## src/rtl/mem_bridge_pkg.sv

```systemverilog
// Shared definitions for the CPU-to-byte-SRAM bridge: FSM states, timing
// defaults and address helpers.
package mem_bridge_pkg;

    typedef enum logic [2:0] {
        IDLE,
        RD_LO,
        RD_HI,
        WR_LO,
        WR_HI,
        DONE
    } state_t;

    localparam int WAIT_CYCLES_DEF = 1;
    localparam int ADDR_W          = 16;
    localparam int DATA_W          = 16;

    // Word accesses are always aligned to the even (low) byte.
    function automatic logic [ADDR_W-1:0] lo_addr(input logic [ADDR_W-1:0] a,
                                                  input logic              byte_acc);
        return byte_acc ? a : {a[ADDR_W-1:1], 1'b0};
    endfunction

    function automatic logic [ADDR_W-1:0] hi_addr(input logic [ADDR_W-1:0] a);
        return {a[ADDR_W-1:1], 1'b1};
    endfunction

endpackage

```

## src/rtl/mem_bridge_if.sv

```systemverilog
// CPU request bus plus byte-wide asynchronous SRAM pins seen by the bridge.
interface mem_bridge_if;
    import mem_bridge_pkg::*;

    logic [ADDR_W-1:0] addr;
    logic [DATA_W-1:0] wdata;
    logic [DATA_W-1:0] rdata;
    logic              rd_mem;
    logic              wr_mem;
    logic              byt;
    logic              ready;
    logic              busy;

    logic [ADDR_W-1:0] sram_addr;
    logic [7:0]        sram_dout;
    logic [7:0]        sram_din;
    logic              sram_ce_n;
    logic              sram_oe_n;
    logic              sram_we_n;

    // Bridge side: serves CPU requests and drives the SRAM.
    modport slave (
        input  addr, wdata, rd_mem, wr_mem, byt, sram_din,
        output rdata, ready, busy, sram_addr, sram_dout,
        output sram_ce_n, sram_oe_n, sram_we_n
    );

    // Environment side: CPU requester and SRAM device.
    modport master (
        output addr, wdata, rd_mem, wr_mem, byt, sram_din,
        input  rdata, ready, busy, sram_addr, sram_dout,
        input  sram_ce_n, sram_oe_n, sram_we_n
    );

endinterface

```

## src/rtl/mem_bridge.sv

```systemverilog
// Splits 16-bit CPU reads/writes into one or two byte phases on an 8-bit SRAM,
// each phase held WAIT_CYCLES+1 cycles; all outputs are registered.
module mem_bridge
    import mem_bridge_pkg::*;
#(
    parameter int WAIT_CYCLES = WAIT_CYCLES_DEF
) (
    input logic         clk,
    input logic         rst_n,
    mem_bridge_if.slave bus
);

    localparam logic [3:0] PHASE_LOAD = 4'(WAIT_CYCLES);

    state_t            state;
    logic [3:0]        phase_cnt;
    logic [ADDR_W-1:0] addr_q;
    logic [7:0]        wdata_hi_q;
    logic [7:0]        rdata_lo_q;
    logic              byt_q;
    logic              phase_last;

    assign phase_last = (phase_cnt == 4'd0);

    always_ff @(posedge clk or negedge rst_n) begin
        if (!rst_n) begin
            state         <= IDLE;
            phase_cnt     <= 4'd0;
            addr_q        <= '0;
            wdata_hi_q    <= 8'h00;
            rdata_lo_q    <= 8'h00;
            byt_q         <= 1'b0;
            bus.ready     <= 1'b0;
            bus.busy      <= 1'b0;
            bus.rdata     <= '0;
            bus.sram_addr <= '0;
            bus.sram_dout <= 8'h00;
            bus.sram_ce_n <= 1'b1;
            bus.sram_oe_n <= 1'b1;
            bus.sram_we_n <= 1'b1;
        end else begin
            bus.ready <= 1'b0;
            case (state)
                IDLE: begin
                    if (bus.wr_mem || bus.rd_mem) begin
                        addr_q        <= lo_addr(bus.addr, bus.byt);
                        wdata_hi_q    <= bus.wdata[15:8];
                        byt_q         <= bus.byt;
                        phase_cnt     <= PHASE_LOAD;
                        bus.busy      <= 1'b1;
                        bus.sram_addr <= lo_addr(bus.addr, bus.byt);
                        bus.sram_dout <= bus.wdata[7:0];
                        bus.sram_ce_n <= 1'b0;
                        // Write has priority when both requests are present.
                        if (bus.wr_mem) begin
                            state         <= WR_LO;
                            bus.sram_oe_n <= 1'b1;
                            bus.sram_we_n <= 1'b0;
                        end else begin
                            state         <= RD_LO;
                            bus.sram_oe_n <= 1'b0;
                            bus.sram_we_n <= 1'b1;
                        end
                    end
                end

                RD_LO, RD_HI: begin
                    if (!phase_last) begin
                        phase_cnt <= phase_cnt - 4'd1;
                    end else if (state == RD_LO && !byt_q) begin
                        rdata_lo_q    <= bus.sram_din;
                        phase_cnt     <= PHASE_LOAD;
                        bus.sram_addr <= hi_addr(addr_q);
                        state         <= RD_HI;
                    end else begin
                        bus.rdata     <= (state == RD_LO) ? {8'h00, bus.sram_din}
                                                          : {bus.sram_din, rdata_lo_q};
                        bus.ready     <= 1'b1;
                        bus.sram_ce_n <= 1'b1;
                        bus.sram_oe_n <= 1'b1;
                        bus.sram_we_n <= 1'b1;
                        state         <= DONE;
                    end
                end

                WR_LO, WR_HI: begin
                    if (!phase_last) begin
                        phase_cnt <= phase_cnt - 4'd1;
                        // Release WE one cycle early so the data is held past the rising edge.
                        if (phase_cnt == 4'd1) begin
                            bus.sram_we_n <= 1'b1;
                        end
                    end else if (state == WR_LO && !byt_q) begin
                        phase_cnt     <= PHASE_LOAD;
                        bus.sram_addr <= hi_addr(addr_q);
                        bus.sram_dout <= wdata_hi_q;
                        bus.sram_we_n <= 1'b0;
                        state         <= WR_HI;
                    end else begin
                        bus.ready     <= 1'b1;
                        bus.sram_ce_n <= 1'b1;
                        bus.sram_oe_n <= 1'b1;
                        bus.sram_we_n <= 1'b1;
                        state         <= DONE;
                    end
                end

                DONE: begin
                    bus.busy <= 1'b0;
                    state    <= IDLE;
                end

                default: begin
                    state <= IDLE;
                end
            endcase
        end
    end

endmodule

```

## src/flat_wrapper.sv

```systemverilog
// flat-port wrapper written by rule: the top's interface ports become plain ports
module mem_bridge_flat import mem_bridge_pkg::*;
#(
    parameter int WAIT_CYCLES = WAIT_CYCLES_DEF
)
  (clk, rst_n, bus_addr, bus_wdata, bus_rd_mem, bus_wr_mem, bus_byt, bus_sram_din, bus_rdata, bus_ready, bus_busy, bus_sram_addr, bus_sram_dout, bus_sram_ce_n, bus_sram_oe_n, bus_sram_we_n);
  mem_bridge_if bus_i ();
  input logic clk;
  input logic rst_n;
  input wire logic [$bits(bus_i.addr)-1:0] bus_addr;
  input wire logic [$bits(bus_i.wdata)-1:0] bus_wdata;
  input wire logic [$bits(bus_i.rd_mem)-1:0] bus_rd_mem;
  input wire logic [$bits(bus_i.wr_mem)-1:0] bus_wr_mem;
  input wire logic [$bits(bus_i.byt)-1:0] bus_byt;
  input wire logic [$bits(bus_i.sram_din)-1:0] bus_sram_din;
  output wire logic [$bits(bus_i.rdata)-1:0] bus_rdata;
  output wire logic [$bits(bus_i.ready)-1:0] bus_ready;
  output wire logic [$bits(bus_i.busy)-1:0] bus_busy;
  output wire logic [$bits(bus_i.sram_addr)-1:0] bus_sram_addr;
  output wire logic [$bits(bus_i.sram_dout)-1:0] bus_sram_dout;
  output wire logic [$bits(bus_i.sram_ce_n)-1:0] bus_sram_ce_n;
  output wire logic [$bits(bus_i.sram_oe_n)-1:0] bus_sram_oe_n;
  output wire logic [$bits(bus_i.sram_we_n)-1:0] bus_sram_we_n;
  assign bus_i.addr = bus_addr;
  assign bus_i.wdata = bus_wdata;
  assign bus_i.rd_mem = bus_rd_mem;
  assign bus_i.wr_mem = bus_wr_mem;
  assign bus_i.byt = bus_byt;
  assign bus_i.sram_din = bus_sram_din;
  assign bus_rdata = bus_i.rdata;
  assign bus_ready = bus_i.ready;
  assign bus_busy = bus_i.busy;
  assign bus_sram_addr = bus_i.sram_addr;
  assign bus_sram_dout = bus_i.sram_dout;
  assign bus_sram_ce_n = bus_i.sram_ce_n;
  assign bus_sram_oe_n = bus_i.sram_oe_n;
  assign bus_sram_we_n = bus_i.sram_we_n;
  mem_bridge #(.WAIT_CYCLES(WAIT_CYCLES)) u_core (.clk(clk), .rst_n(rst_n), .bus(bus_i));
endmodule
```

## config.mk

```make
export PLATFORM = sky130hd
export DESIGN_NAME = mem_bridge_flat
export DESIGN_NICKNAME = d
export VERILOG_FILES = /design/src/rtl/mem_bridge_pkg.sv /design/src/rtl/mem_bridge_if.sv /design/src/rtl/mem_bridge.sv /design/src/flat_wrapper.sv
export SDC_FILE = /design/constraint.sdc
export NUM_CORES = 1
export LEC_CHECK = 0
export CAP_MARGIN = 20
export CORE_MARGIN = 2
export CORE_UTILIZATION = 45
export CTS_CLUSTER_SIZE = 16
export DETAILED_ROUTE_END_ITERATION = 7
export PLACE_DENSITY = 0.76
export SLEW_MARGIN = 40
export SYNTH_ARGS = -nofsm -noshare
export SYNTH_HDL_FRONTEND = slang
export SYNTH_SLANG_ARGS = --single-unit
```

## constraint.sdc

```tcl
create_clock -name clk -period 2.34 [get_ports clk]
set_clock_uncertainty 0.15 [all_clocks]
set_input_delay 0.702 -clock clk [delete_from_list [all_inputs] [get_ports clk]]
set_output_delay 0.702 -clock clk [all_outputs]
set_load 0.01 [all_outputs]
```

==> metrics.yaml <==
status:
  status: "finished clean"
clock_tree:
  cts_setup_buffers: 0
  htreeDepth: 3
  clk_latency_ps: 340
  postCtsHoldBufs: 0
  cts_tree: "done"
  root_buffer: "clkbuf_8"
  cts.sinks: 84
  cts_inserted_buffers: 9
  clockBufferDepth: 2
  path_clk_slew_ps: 90
run:
  maxCapViolations: 0
yosys:
  synth_area_leaders: "dfrtp_1, mux2_2, mux2_4"
  yosys_warnings: 0
  synth_edf_count: 0
  synthXorXnorAreaFrac: 0.006321
  synthCells: 307
  synthMuxAreaShare: 0.2560
  ys_async_sr_fraction: 1.000
  yosys.area.top_type_share: 0.5120
  synth_area_mm2: 0.003959
  synth_cell_types: 51
  yosys.area_share.simple: 0.07048
  yosys.area_share.adder: 0.01201
  synth_top_family_by_area: "multiplexers"
  avgSynthCellArea_um2: 12.90
  synth_seq_cells: 84
  synth-compound-area-share: 0.08786
  yosysSeqAreaShare: 0.5319
  yosys.area.top_type: "dfrtp_1"
  synth_ff_type: "dfrtp_1"
  syn-num-nets: 355
sta:
  finalMaxSlewViolations: 0
  tightest_slew_ps: 606.4
  maxSlewHeadroom: 0.5957
  fmax_mhz: 439.0
  rsz0062_at_grt: "false"
  finalSetupTns_ps: 0
  setup-violations-final: 0
  fin_crit_sh: 0.9734
  fin_crit_ps: 2278
  hold_viol: 0
worst_setup_path:
  start_kind: "flop"
  required_ps: 1490
  crit_path_max_incr_delay_ps: 560
  path_class: "reg -> out"
  startpoint: "u_core.bus.sram_we_n"
  timing.rr.start: "u_core.phase_cnt[0]"
  worstPathMaxFanout: 2
  crit_family: "buffers and inverters"
  slowest_stage: "clkdlybuf4s50_1"
  worst-path-buf-inv: 1
  setup.worst_path.end_class: "output pin"
  crit_chain: "clkdlybuf4s50_1"
  arrival_ps: 1430
power:
  ir_worst_vdd_v: 0.0006861
  internal_power_mw: 5.134
  power_density_mw_per_mm2: 1455
  p_leak_nw: 2.285
  clock_power_share: 0.135
  power.switching_mw: 2.656
  combPwrFrac: 0.530
  power_frac_seq: 0.334
  p_sw_frac: 0.3409
placed_design:
  dp.cells: 513
  port_buffers: 89
  gp_congestion: 0.8526
  dp_hpwl_um: 6116
floorplan:
  die_width_um: 97.80
  rows: 34
  core_mm2: 0.008636
  io_pins: 90
  start_util: 0.4584
  dieArea_mm2: 0.009564
  die_y_um: 97.80
drt:
  firstDrtPassIters: 4
  route.detailed.drc: 0
  routed_wl_um: 8514
  vias_per_cell: 5.329
  drt_iter0_markers: 180
  final_antenna_net_count: 0
  drt-wirelength-per-cell_um: 16.09
  routed-via-count: 2819
global_routing:
  gr-usage-all-layers: 0.1882
  antenna_found_initial: 0
  grt_pass1_wl_um: 14610
  grt_pass1_vias: 2976
  grt_max_degree: 35
  grt_overflow_total: 0
layout:
  diodes: 0
  nNetsFinal: 464
  fin_cells: 529
  post-route-util: 0.6198
  drive_gt1_frac: 0.3254
  syn_to_final_growth_pct: 35.21
min_path:
  holdCritPathClass: "in -> async"
## state kept, by name (all words and copies together), names as in the netlist, 3 cells and up
register              count
u_core.bus.sram_addr     16
u_core.phase_cnt          4
u_core.bus.sram_dout      8
u_core.state              3
u_core.wdata_hi_q         8
u_core.addr_q            15
u_core.rdata_lo_q         8
u_core.bus.rdata         16
## cell type report
cell class | count | area [µm²]
fillers | 653 | 3283
flip-flops and latches | 84 | 2106
multi-input cells | 194 | 1749
repair buffers | 113 | 1109
clock buffers | 11 | 141.4
well taps | 108 | 135.1
clock inverters | 5 | 60.06
inverters | 14 | 52.55
## per-stage QoR
step / hold WS (ps) / worst slack (ps) / cell area, µm² / total power [mW]
after floorplan: 256.4 / 99.72 / 3959 / 5.153
after CTS: 162.7 / 36.01 / 5336 / 7.852
final: 150.3 / 62.19 / 5353 / 7.790
after detailed placement: 343.2 / -242.1 / 5131 / 6.765
after global routing: 179.5 / 3.775 / 5353 / 8.339
after global placement: 332.3 / -191.1 / 5120 / 6.611
## cell usage after synthesis, types with 3 or more instances
cell type	instances
mux2i_1	9
o21ai_0	13
dfstp_2	3
or4_1	3
nand2_1	4
nand3_1	8
mux2_4	9
a21oi_1	13
buf_4	3
o31ai_1	4
a31oi_1	3
buf_2	10
nor3_1	4
dfrtp_1	81
nor2_1	19
ha_1	3
inv_1	13
mux2_2	68
## worst paths after layout
| check | end | slack, ps | depth (start not counted) |
|---|---|---|---|
| worst max-delay path | bus_sram_we_n | 60 | 1 |
| worst min-delay path | u_core.state[0] | 150 | 1 |
| worst max register to register | u_core.bus.sram_addr[10] | 80 | 8 |
| worst min register to register | u_core.wdata_hi_q[0] | 360 | 1 |
| max in group asynchronous | u_core.wdata_hi_q[3] | 1320 | 2 |
| min in group clk | u_core.wdata_hi_q[0] | 360 | 1 |
## worst reg2reg max path, delay by kind of cell (launching register included)
| kind | cells | cell delay [ps] |
|---|---|---|
| compound gates | 1 | 70 |
| fa+ha+maj | 1 | 200 |
| buf+inv | 3 | 430 |
| flops | 1 | 380 |
| mux | 1 | 310 |
| simple gates | 2 | 590 |
## power groups by stage
stage          clock (mW)  sequential, mW  combinational (mW)
6_report             1.05            2.60                4.13
5_1_grt              1.14            2.70                4.50
4_1_cts              1.08            2.61                4.16
3_5_place_dp            0            2.63                4.14
3_3_place_gp            0            2.60                4.02
2_1_floorplan           0            2.74                2.41
## kinds of logic (layout without fill, tap and decap cells)
| logic type | after synthesis | after routing |
|---|---|---|
| simple gates | 49 | 49 |
| xor+xnor | 2 | 2 |
| fa+ha+maj | 4 | 4 |
| buf+inv | 29 | 143 |
| flops | 84 | 84 |
| mux | 88 | 88 |
| compound gates | 51 | 51 |
## routing by layer
metal  part of all wire  up-vias  track usage
met5                  0        -            0
met4             0.0041        0      0.05128
met3              0.061        4      0.05011
met2               0.49       90       0.3114
met1               0.44     1405       0.2474
li1                   -     1320            -
## cells in the final DEF, fill, tap and decap left out, types with 2 or more instances in the layout
| master | Yosys | final |
|---|---|---|
| clkdlybuf4s50_1 | 0 | 87 |
| dfrtp_1 | 81 | 81 |
| mux2_2 | 68 | 68 |
| buf_4 | 3 | 22 |
| nor2_1 | 19 | 19 |
| inv_1 | 13 | 13 |
| a21oi_1 | 13 | 13 |
| o21ai_0 | 13 | 13 |
| clkbuf_8 | 0 | 10 |
| mux2i_1 | 9 | 9 |
| mux2_4 | 9 | 9 |
| nand3_1 | 8 | 8 |
| nand2_1 | 4 | 4 |
| o31ai_1 | 4 | 4 |
| or4_1 | 3 | 3 |
| a31oi_1 | 3 | 3 |
| nor3_1 | 4 | 3 |
| buf_12 | 0 | 3 |
| dfstp_2 | 3 | 3 |
| o21ai_4 | 2 | 2 |
| o22ai_1 | 2 | 2 |
| mux2_1 | 2 | 2 |
| o21a_1 | 2 | 2 |
| ha_1 | 3 | 2 |
## what timing repair did
action / CTS / global route
gates resized for setup: 2 / 4
pin swaps: 0 / 1
endpoints found under the setup margin: 14 / 3
No activity file was read; power rests on OpenSTA's default activity.
==> edit: new RTL, same flow settings <==
Re-encode `state_t` (6 states) as Gray code, 3 bits wide.
--- a/src/rtl/mem_bridge_pkg.sv
+++ b/src/rtl/mem_bridge_pkg.sv
@@ -3,12 +3,12 @@
 package mem_bridge_pkg;
 
     typedef enum logic [2:0] {
-        IDLE,
-        RD_LO,
-        RD_HI,
-        WR_LO,
-        WR_HI,
-        DONE
+        IDLE  = 3'b000,
+        RD_LO = 3'b001,
+        RD_HI = 3'b011,
+        WR_LO = 3'b010,
+        WR_HI = 3'b110,
+        DONE  = 3'b111
     } state_t;
 
     localparam int WAIT_CYCLES_DEF = 1;
Check against the original RTL: no difference found for any inputs over 4 cycles, from zero or initial values and one cycle with rst_n low; so few cycles prove little.
==> edit against the unedited design <==
Maximum frequency fell by 0.16%; worst hold slack worse by 0.061 ns; highest routed layer unchanged; setup slack got worse by 0.0037 ns; first-iteration DRC count fell by 44%; total power fell by 11%; clock power fell by 9%; sequential cell count stayed put; synthesized area fell by 2.7%; wire length is 0.22% higher; design area shrank 2.4%; via count up 4.7%.
==> edit: results (changes against the unedited design) <==
* Power Total at 6.96 mW (-11%)
* Total CTS buffers at 9 (unchanged)
* Routed wl met3 at 436 µm (-16%)
* Final-stage net count at 513 (+11%)
* Slowest-stage cell, CP: dfstp_2
* Post-synth cell types at 40 (-22%)
* Dpl cell area at 5010 µm² (-2.3%)
* Clock group at 0.956 mW (-9%)
* Slew HR at 0.633 (+0.0377)
* Global-route wire length before repair at 14.3 mm (-2.4%)
* Synth Net Count at 408 (+15%)
* Switching Fraction at 0.354 (+0.0128)
* Post-synth top cells: nand2_1 (111), dfrtp_1 (81), mux2_2 (55)
* Compound-Gate Fraction of Synth Area at 0.0523 (-0.0355)
* Post-DR wirelength/cell at 14.8 µm (-7.8%)
* DRT met1 WL at 3.79 mm (+0.13%)
* Mapped Cells at 360 (+17%)
* VDD IR-drop max at 0.830 mV (+21%)
* Multi-input logic area at 1650 µm² (-5.8%)
* Leak pwr at 2.35 nW (+2.7%)
* Worst skew pair latency at 0.34 ns (about the same)
* Status: completed
* Met1 usage at 0.256 (+0.00868)
* GRT met2 Usage at 0.342 (+0.0306)
* GRT Util Overall at 0.199 (+0.0112)
* Pre-CTS setup slack at -0.466 ns (-0.224 ns)
* Synth Area in Adders at 0.00975 (-0.00226)
* Mux contribution to synthesized area at 0.169 (-0.0873)
* Via density at 5.13 (-3.7%)
* Post-DP HPWL at 6.20 mm (+1.4%)
* Met3 global-route usage at 0.0434 (-0.00666)
* Dominant cells by area after synthesis: dfrtp_1 (53%), mux2_2 (16%), nand2_1 (11%)
* Largest net degree at the start of global routing at 41 (+17%)
* Sequential cell area fraction in the yosys report at 0.547 (+0.0150)
* Met2 Wirelength at 4.25 mm (+1.9%)
* Iter 0 DRT Violations at 100 (-44%)
-- edit: cell count changes after synthesis, moves of 8 or more --
cell	change
mux2_4	-9
mux2_2	-13
inv_1	-9
o21ai_0	-8
nand2_1	+107
a21oi_1	-11
clkbuf_1	+9
-- edit: final cells by class --
cell class / instances / area share
Sequential cell: 84 / 0.403
Multi-Input combinational cell: 251 / 0.315
Timing Repair Buffer: 115 / 0.219
Tap cell: 105 / 0.0251
Clock buffer: 9 / 0.0237
Clock inverter: 7 / 0.0113
Inverter: 4 / 0.00287
-- edit: what timing repair did --
item | in CTS | in global routing
pin swaps | 2 | 0
gates cloned | 0 | 0
setup endpoints to repair | 23 | 2
gates resized for setup | 4 | 1
buffers inserted | 1 | 0
-- edit: final timing paths --
kind	start	endpoint	slack [ns]	cells past startpoint
hold / removal	rst_n	u_core.rdata_lo_q[5]$_DFFE_PN0P_	0.09	1
setup / recovery	u_core.bus.sram_oe_n$_DFFE_PN1P_	bus_sram_oe_n	0.06	1
max in group asynchronous	rst_n	u_core.bus.sram_we_n$_DFFE_PN1P_	1.39	2
setup reg to reg	u_core.phase_cnt[0]$_DFFE_PN0P_	u_core.rdata_lo_q[2]$_DFFE_PN0P_	0.17	7
min in group clk	u_core.bus.rdata[12]$_DFFE_PN0P_	u_core.bus.rdata[12]$_DFFE_PN0P_	0.32	2
hold reg to reg	u_core.bus.rdata[12]$_DFFE_PN0P_	u_core.bus.rdata[12]$_DFFE_PN0P_	0.32	2
-- edit: cells by family after synthesis --
group           Yosys count
simple gates            159
flops                    84
mux                      58
compound gates           29
buf+inv                  25
fa+ha+maj                 3
xor+xnor                  2
